$ cat src/rtl/pipe_stall_ctrl.sv
// Pipeline sequencer for the 5-stage core: merges load-use, redirect and data-memory stalls into stage controls.
// Optional performance counters are enabled by defining STALL_PERF_CNT_EN.
module pipe_stall_ctrl #(
    parameter int unsigned TIMEOUT = 64,
    parameter int unsigned CNT_W   = 32
) (
    input  logic             clk_i,
    input  logic             rst_i,
    input  logic             start_i,
    input  logic             ld_hazard_i,
    input  logic             redirect_i,
    input  logic             mem_acc_i,
    input  logic             mem_ack_i,
    output logic             mem_req_o,
    output logic             pc_we_o,
    output logic             if_id_we_o,
    output logic             if_id_flush_o,
    output logic             id_ex_bubble_o,
    output logic             stage_we_o,
    output logic             err_o,
    output logic [CNT_W-1:0] lu_cnt_o,
    output logic [CNT_W-1:0] mw_cnt_o
);

    localparam logic [1:0] S_IDLE = 2'd0;
    localparam logic [1:0] S_RUN  = 2'd1;
    localparam logic [1:0] S_MW   = 2'd2;
    localparam logic [1:0] S_HALT = 2'd3;

    localparam logic [7:0] WD_LIMIT = 8'(TIMEOUT);

    logic [1:0] state_q, state_d;
    logic [7:0] wdog_q, wdog_d;
    logic       err_q, err_d;
    logic       issue;

    always_comb begin
        state_d        = state_q;
        wdog_d         = wdog_q;
        err_d          = err_q;
        issue          = 1'b0;
        mem_req_o      = 1'b0;
        pc_we_o        = 1'b0;
        if_id_we_o     = 1'b0;
        if_id_flush_o  = 1'b0;
        id_ex_bubble_o = 1'b0;
        stage_we_o     = 1'b0;

        case (state_q)
            S_IDLE: begin
                if (start_i) begin
                    state_d = S_RUN;
                    wdog_d  = 8'd0;
                end
            end
            S_RUN: begin
                // An outstanding access freezes everything, including hazard/redirect handling.
                if (mem_acc_i && !mem_ack_i) begin
                    mem_req_o = 1'b1;
                    state_d   = S_MW;
                    wdog_d    = 8'd1;
                end else begin
                    mem_req_o = mem_acc_i;
                    issue     = 1'b1;
                end
            end
            S_MW: begin
                mem_req_o = 1'b1;
                if (mem_ack_i) begin
                    issue   = 1'b1;
                    state_d = S_RUN;
                    wdog_d  = 8'd0;
                end else if (wdog_q >= WD_LIMIT) begin
                    err_d   = 1'b1;
                    state_d = S_HALT;
                end else if (wdog_q != 8'hFF) begin
                    wdog_d = wdog_q + 8'd1;
                end
            end
            S_HALT: begin
            end
            default: state_d = S_IDLE;
        endcase

        // Load-use wins over redirect: the branch re-resolves once operands are forwarded.
        if (issue) begin
            if (ld_hazard_i) begin
                id_ex_bubble_o = 1'b1;
                stage_we_o     = 1'b1;
            end else if (redirect_i) begin
                pc_we_o       = 1'b1;
                if_id_we_o    = 1'b1;
                if_id_flush_o = 1'b1;
                stage_we_o    = 1'b1;
            end else begin
                pc_we_o    = 1'b1;
                if_id_we_o = 1'b1;
                stage_we_o = 1'b1;
            end
        end
    end

    always_ff @(posedge clk_i or negedge rst_i) begin
        if (!rst_i) begin
            state_q <= S_IDLE;
            wdog_q  <= 8'd0;
            err_q   <= 1'b0;
        end else begin
            state_q <= state_d;
            wdog_q  <= wdog_d;
            err_q   <= err_d;
        end
    end

    assign err_o = err_q;

`ifdef STALL_PERF_CNT_EN
    logic [CNT_W-1:0] lu_cnt_q, mw_cnt_q;

    always_ff @(posedge clk_i or negedge rst_i) begin
        if (!rst_i) begin
            lu_cnt_q <= '0;
            mw_cnt_q <= '0;
        end else begin
            if (id_ex_bubble_o) lu_cnt_q <= lu_cnt_q + CNT_W'(1);
            if (state_q == S_MW) mw_cnt_q <= mw_cnt_q + CNT_W'(1);
        end
    end

    assign lu_cnt_o = lu_cnt_q;
    assign mw_cnt_o = mw_cnt_q;
`else
    assign lu_cnt_o = '0;
    assign mw_cnt_o = '0;
`endif

endmodule

$ cat config.mk
export PLATFORM = sky130hd
export DESIGN_NAME = pipe_stall_ctrl
export DESIGN_NICKNAME = d
export VERILOG_FILES = /design/src/rtl/pipe_stall_ctrl.sv
export SDC_FILE = /design/constraint.sdc
export NUM_CORES = 1
export LEC_CHECK = 0
export ABC_AREA = 1
export BUFFER_PORTS_ARGS = -buffer_cell sky130_fd_sc_hd__buf_4
export CAP_MARGIN = 20
export CORE_AREA = 2 2 58 60
export CTS_BUF_LIST = sky130_fd_sc_hd__clkbuf_2
export CTS_CLUSTER_DIAMETER = 30
export DETAILED_ROUTE_END_ITERATION = 8
export DIE_AREA = 0 0 60 62
export GPL_ROUTABILITY_DRIVEN = 0
export HOLD_SLACK_MARGIN = 0.15
export PLACE_DENSITY = 0.79
export SKIP_LAST_GASP = 1
export SYNTH_ARGS = -nofsm -noshare
export SYNTH_HDL_FRONTEND = slang
export SYNTH_SLANG_ARGS = --single-unit
$ cat constraint.sdc
create_clock -name clk_i -period 3.29 [get_ports clk_i]
set_input_delay 0.658 -clock clk_i [delete_from_list [all_inputs] [get_ports clk_i]]
set_output_delay 0.658 -clock clk_i [all_outputs]
set_load 0.05 [all_outputs]
After elaboration in Yosys (flattened, before gate mapping):

Cells that the tools add are included.

* output and inout bits: 71
* input port bits: 7
* logic and storage cells: 45
* flip-flop bits (word level): 11

* muxes and demuxes: 24
* equality and inequality tests: 8
* reduce and logical (&&, ||, !) cells: 7
* bitwise operators: 1
* magnitude comparators: 1
* add/subtract/negate cells: 1

Operators by type and width (count)
* $mux 8: 5
* $pmux 8 s3: 1
* $mux 1: 11
* $ne 3x3->1 const B: 3
* $add 8x1->8 const B: 1
* $ge 8x7->1 const B: 1
* $mux 2: 4
* $ne 8x8->1 const B: 1
* $pmux 2 s3: 1
* $reduce_and 5->1: 1
* $ne 2x2->1 const B: 2
* $pmux 1 s2: 2
* $reduce_and 4->1: 1
* $reduce_and 3->1: 1
* $reduce_bool 3->1: 1
* $eq 2x1->1 const B: 1
* $eq 2x2->1 const B: 1
* $logic_not 2->1: 1
* $logic_and 1x1->1: 1
* $logic_not 1->1: 1
* $not 1->1: 1

Longest topological paths before layout:

* depth after elaboration: 5
* depth in mapped cells: 10
* depth with buffers taken out: 10

Worst setup path after synthesis:

Ideal clock, no wire load.

* path type: register to output
* from: register state_q[1]
* to: output pc_we_o
* setup slack: 573 ps
* arrival: 2059 ps
* stages on the path, launching flop included: 8
* cells stage by stage: dfrtp_1 -> inv_1 -> ha_1 -> nand2_4 -> o21ai_0 -> nand2_1 -> nor2_1 -> buf_4

* word-level cells in the longest chain between the ends: 3
* elaborated cells between the ends (all ways): 4
* classes of those cells: eq/ne (2); mux (2)

Ends and longest elaborated chain
* start, declared: RTL line 32 `logic [1:0] state_q, state_d;`
* start signal, assigned: RTL line 109 `state_q <= state_d;`
* $eq 2x2->1 or $eq 2x1->1 (tied branches): RTL line 49 `case (state_q)`
* $pmux 1 s2 (*): RTL line 49
* $mux 1 (*)
* end, declared: RTL line 15 `output logic pc_we_o,`

Every way passes the cells marked *; elsewhere a longest branch is shown, timed or not.

Final worst setup path:

* from: register state_q[1]
* to: output pc_we_o

* word-level cells in the longest chain between the ends: 3
* elaborated cells between the ends (all ways): 4
* classes of those cells: eq/ne (2); mux (2)

Ends and longest elaborated chain
* $eq 2x2->1 or $eq 2x1->1 (tied branches): RTL line 49
* $pmux 1 s2 (*): RTL line 49
* $mux 1 (*): RTL line 86 `if (issue) begin`

Marks and branches as above.

==> impl_metrics.py <==
metrics = {
    "logic_synthesis": {
        "syn_avg_cell_area_sq_um": 7.543,
        "ys_seq_area_frac": 0.2097,
        "synth_fa_ha_area_frac": 0.05720,
        "ys_ff_latch": 11,
        "yosys.cell_types.count": 22,
        "synth_compound_area_frac": 0.05624,
        "yosys.area_share.simple": 0.2469,
        "synth-xor-area-share": 0.006673,
        "syn-instance-count": 174,
        "synthesis.area_sq_um": 1313,
        "yosysWarnings": 0,
        "muxShareOfSynthArea": 0,
        "synth_top_family_by_area": "buffers and inverters",
    },
    "setup_path": {
        "cp_data_arrival_time_ns": 1.83,
        "reg2reg_slack_ns": 1.79,
        "crit_fanout": 5,
        "worst_setup_path_start_kind": "flop",
        "rr_endpoint": "wdog_q[1]$_DFFE_PN0P_",
        "crit_start": "state_q[1]$_DFFE_PN0P_",
        "rr_worst_depth": 8,
        "critPathKind": "reg2out",
        "worst-endpoint-required_ns": 2.63,
        "worst_setup_path_end_kind": "primary output",
        "r2r-start": "state_q[0]$_DFFE_PN0P_",
    },
    "sta": {
        "hold_violations": 0,
        "final.setup_skew_ns": 0.002510,
        "setup_tns_ns": 0,
        "period_needed_ns": 2.491,
        "slew_viol_final": 0,
        "period_share": 0.7571,
        "whs_ns": 0.1979,
        "max_freq_mhz": 401.4,
        "rsz0062_at_grt": "false",
        "finalSetupViolations": 0,
        "setup_ws_ns": 0.7990,
    },
    "clock_tree": {
        "cts_max_level": 1,
        "clock_latency_ns": 0.27,
        "cts_tree": "built",
        "cts_made_buffers": 3,
        "root_buffer": "clkbuf_2",
        "post_cts_buffers": 0,
        "ctsResizeCount": 0,
        "cts.path.max_buffers": 2,
        "postCtsHoldBufs": 0,
        "cts_sinks": 11,
        "clkTransAtPathRegs_ns": 0.11,
    },
    "placement": {
        "port_buffers": 13,
        "hpwl_mm": 1.504,
        "place_ws_ns": 1.112,
        "placed_cells": 231,
    },
    "floorplanning": {
        "die_y_um": 62,
        "core-area_sq_um": 3179,
        "fp-row-count": 21,
        "die-area_sq_um": 3720,
        "die_w_um": 60,
        "start_util": 0.4128,
        "ios": 78,
    },
    "power": {
        "powerDensity_nw_per_um2": 680.6,
        "power.total_mw": 0.8414,
        "peakVddDrop_v": 0.0001892,
        "p_leak_nw": 0.7400,
    },
    "final_layout": {
        "drive_gt1_frac": 0.2011,
        "n_fill_cell": 330,
        "final_nets": 203,
        "area_growth_pct": -5.815,
        "layout.area.seq_sq_um": 275.3,
        "num_antenna_cells": 0,
        "layout.cells.non_filler": 235,
        "multi_input_area_sq_um": 721.9,
    },
    "global_routing": {
        "grt_util_met2": 0.1801,
        "met3_usage": 0.01863,
        "overflow": 0,
        "use_met1": 0.1173,
        "grt_max_degree": 12,
        "grt_first_pass_wirelength_mm": 2.822,
        "grt.total_usage": 0.1011,
        "grt_pass1_vias": 652,
        "antenna_found_initial": 0,
        "top_usage_layer": "met2",
    },
    "routing": {
        "drt_iter0_markers": 18,
        "wl_mm": 1.742,
        "vias": 845,
        "avgViaCountPerCell": 3.596,
        "drc": 0,
        "dr.pass1.iters": 4,
        "wl_per_cell_um": 7.413,
        "antenna_left": 0,
    },
    "hold_path": {
        "hold_path.class": "in2async",
    },
    "outcome": {
        "status": "finished, final reports clean",
    },
    "run": {
        "cap_violations": 0,
    },
}
==> layout make-up <==
type,count,share of cell area
flip-flops and latches,11,0.2227
inverters,17,0.05162
clock buffers,4,0.01619
well taps,46,0.04656
repair buffers,13,0.07895
multi-input cells,144,0.5840
==> state kept, by name (all words and copies together) (netlist names) <==
signal,flops
err_o,1
state_q,2
wdog_q,8
==> cell usage after synthesis <==
cell type / number / area, sq um
buf_4: 65 / 488.0
nor2_1: 12 / 45.04
xor2_1: 1 / 8.760
a21oi_4: 1 / 16.27
ha_1: 6 / 75.07
o21ai_1: 3 / 15.01
o21ai_0: 3 / 15.01
nand2_4: 5 / 56.30
nor2_4: 2 / 22.52
nor2_2: 4 / 25.02
nor3_1: 1 / 5.000
inv_1: 14 / 52.55
or2_2: 1 / 6.260
nor2_8: 1 / 20.02
a21oi_1: 2 / 10.01
nand2_1: 31 / 116.4
nand3_1: 3 / 15.01
nand2_2: 2 / 12.51
conb_1: 1 / 3.750
inv_2: 3 / 11.26
dfrtp_1: 11 / 275.3
o21ai_2: 2 / 17.52
==> where the power goes <==
group	switching (mW)	leakage (nW)	internal (mW)
logic	0.452	0.573	0.141
registers	0.0167	0.150	0.152
clock network	0.0486	0.0166	0.0323
total	0.517	0.740	0.324
==> critical path: stages (launching register included) <==
cell     delay (ns)
dfrtp_1        0.43
inv_1          0.12
ha_1           0.35
nand2_4        0.09
o21ai_0        0.08
nand2_1        0.12
nor2_1         0.14
buf_4          0.22
==> metal layers <==
metal | up-vias | routed length (um)
met5 | - | 0
met4 | 0 | 39
met3 | 5 | 105
met2 | 42 | 901
met1 | 370 | 696
li1 | 428 | -
==> placed cells by master, fill, tap and decap left out <==
cell type   n
conb_1     64
nand2_1    31
inv_1      14
buf_4      13
nor2_1     12
dfrtp_1    11
ha_1        6
nand2_4     5
nor2_2      4
clkbuf_2    4
inv_2       3
o21ai_0     3
nand3_1     3
o21ai_1     3
a21oi_1     2
nand2_2     2
nor2_4      2
o21ai_2     2
nor2_8      1
xor2_1      1
a21oi_4     1
or2_2       1
nor3_1      1
==> logic make-up after synthesis <==
kind of cell / count (synthesis)
AO/OA/AOI/OAI: 11
buffers and inverters: 82
AND/OR/NAND/NOR: 62
flip-flops: 11
XOR/XNOR: 1
adder cells (fa/ha/maj): 6
other: 1
==> stage by stage <==
| step | cell area (sq um) | util |
|---|---|---|
| floorplan | 1549 | - |
| global placement | 1216 | 0.3825 |
| detailed placement | 1216 | 0.3825 |
| CTS | 1236 | 0.3888 |
| global route | 1236 | 0.3888 |
| finish | 1236 | 0.3888 |
==> worst max path at each step <==
stage / endpoint / slack (ns) / cells past startpoint
finish: pc_we_o / 0.80 / 7
global route: pc_we_o / 0.60 / 7
CTS: pc_we_o / 0.80 / 7
detailed placement: pc_we_o / 1.11 / 7
global placement: pc_we_o / 1.15 / 8
floorplan: pc_we_o / 0.57 / 7
Power figures use the tool's default switching activity.
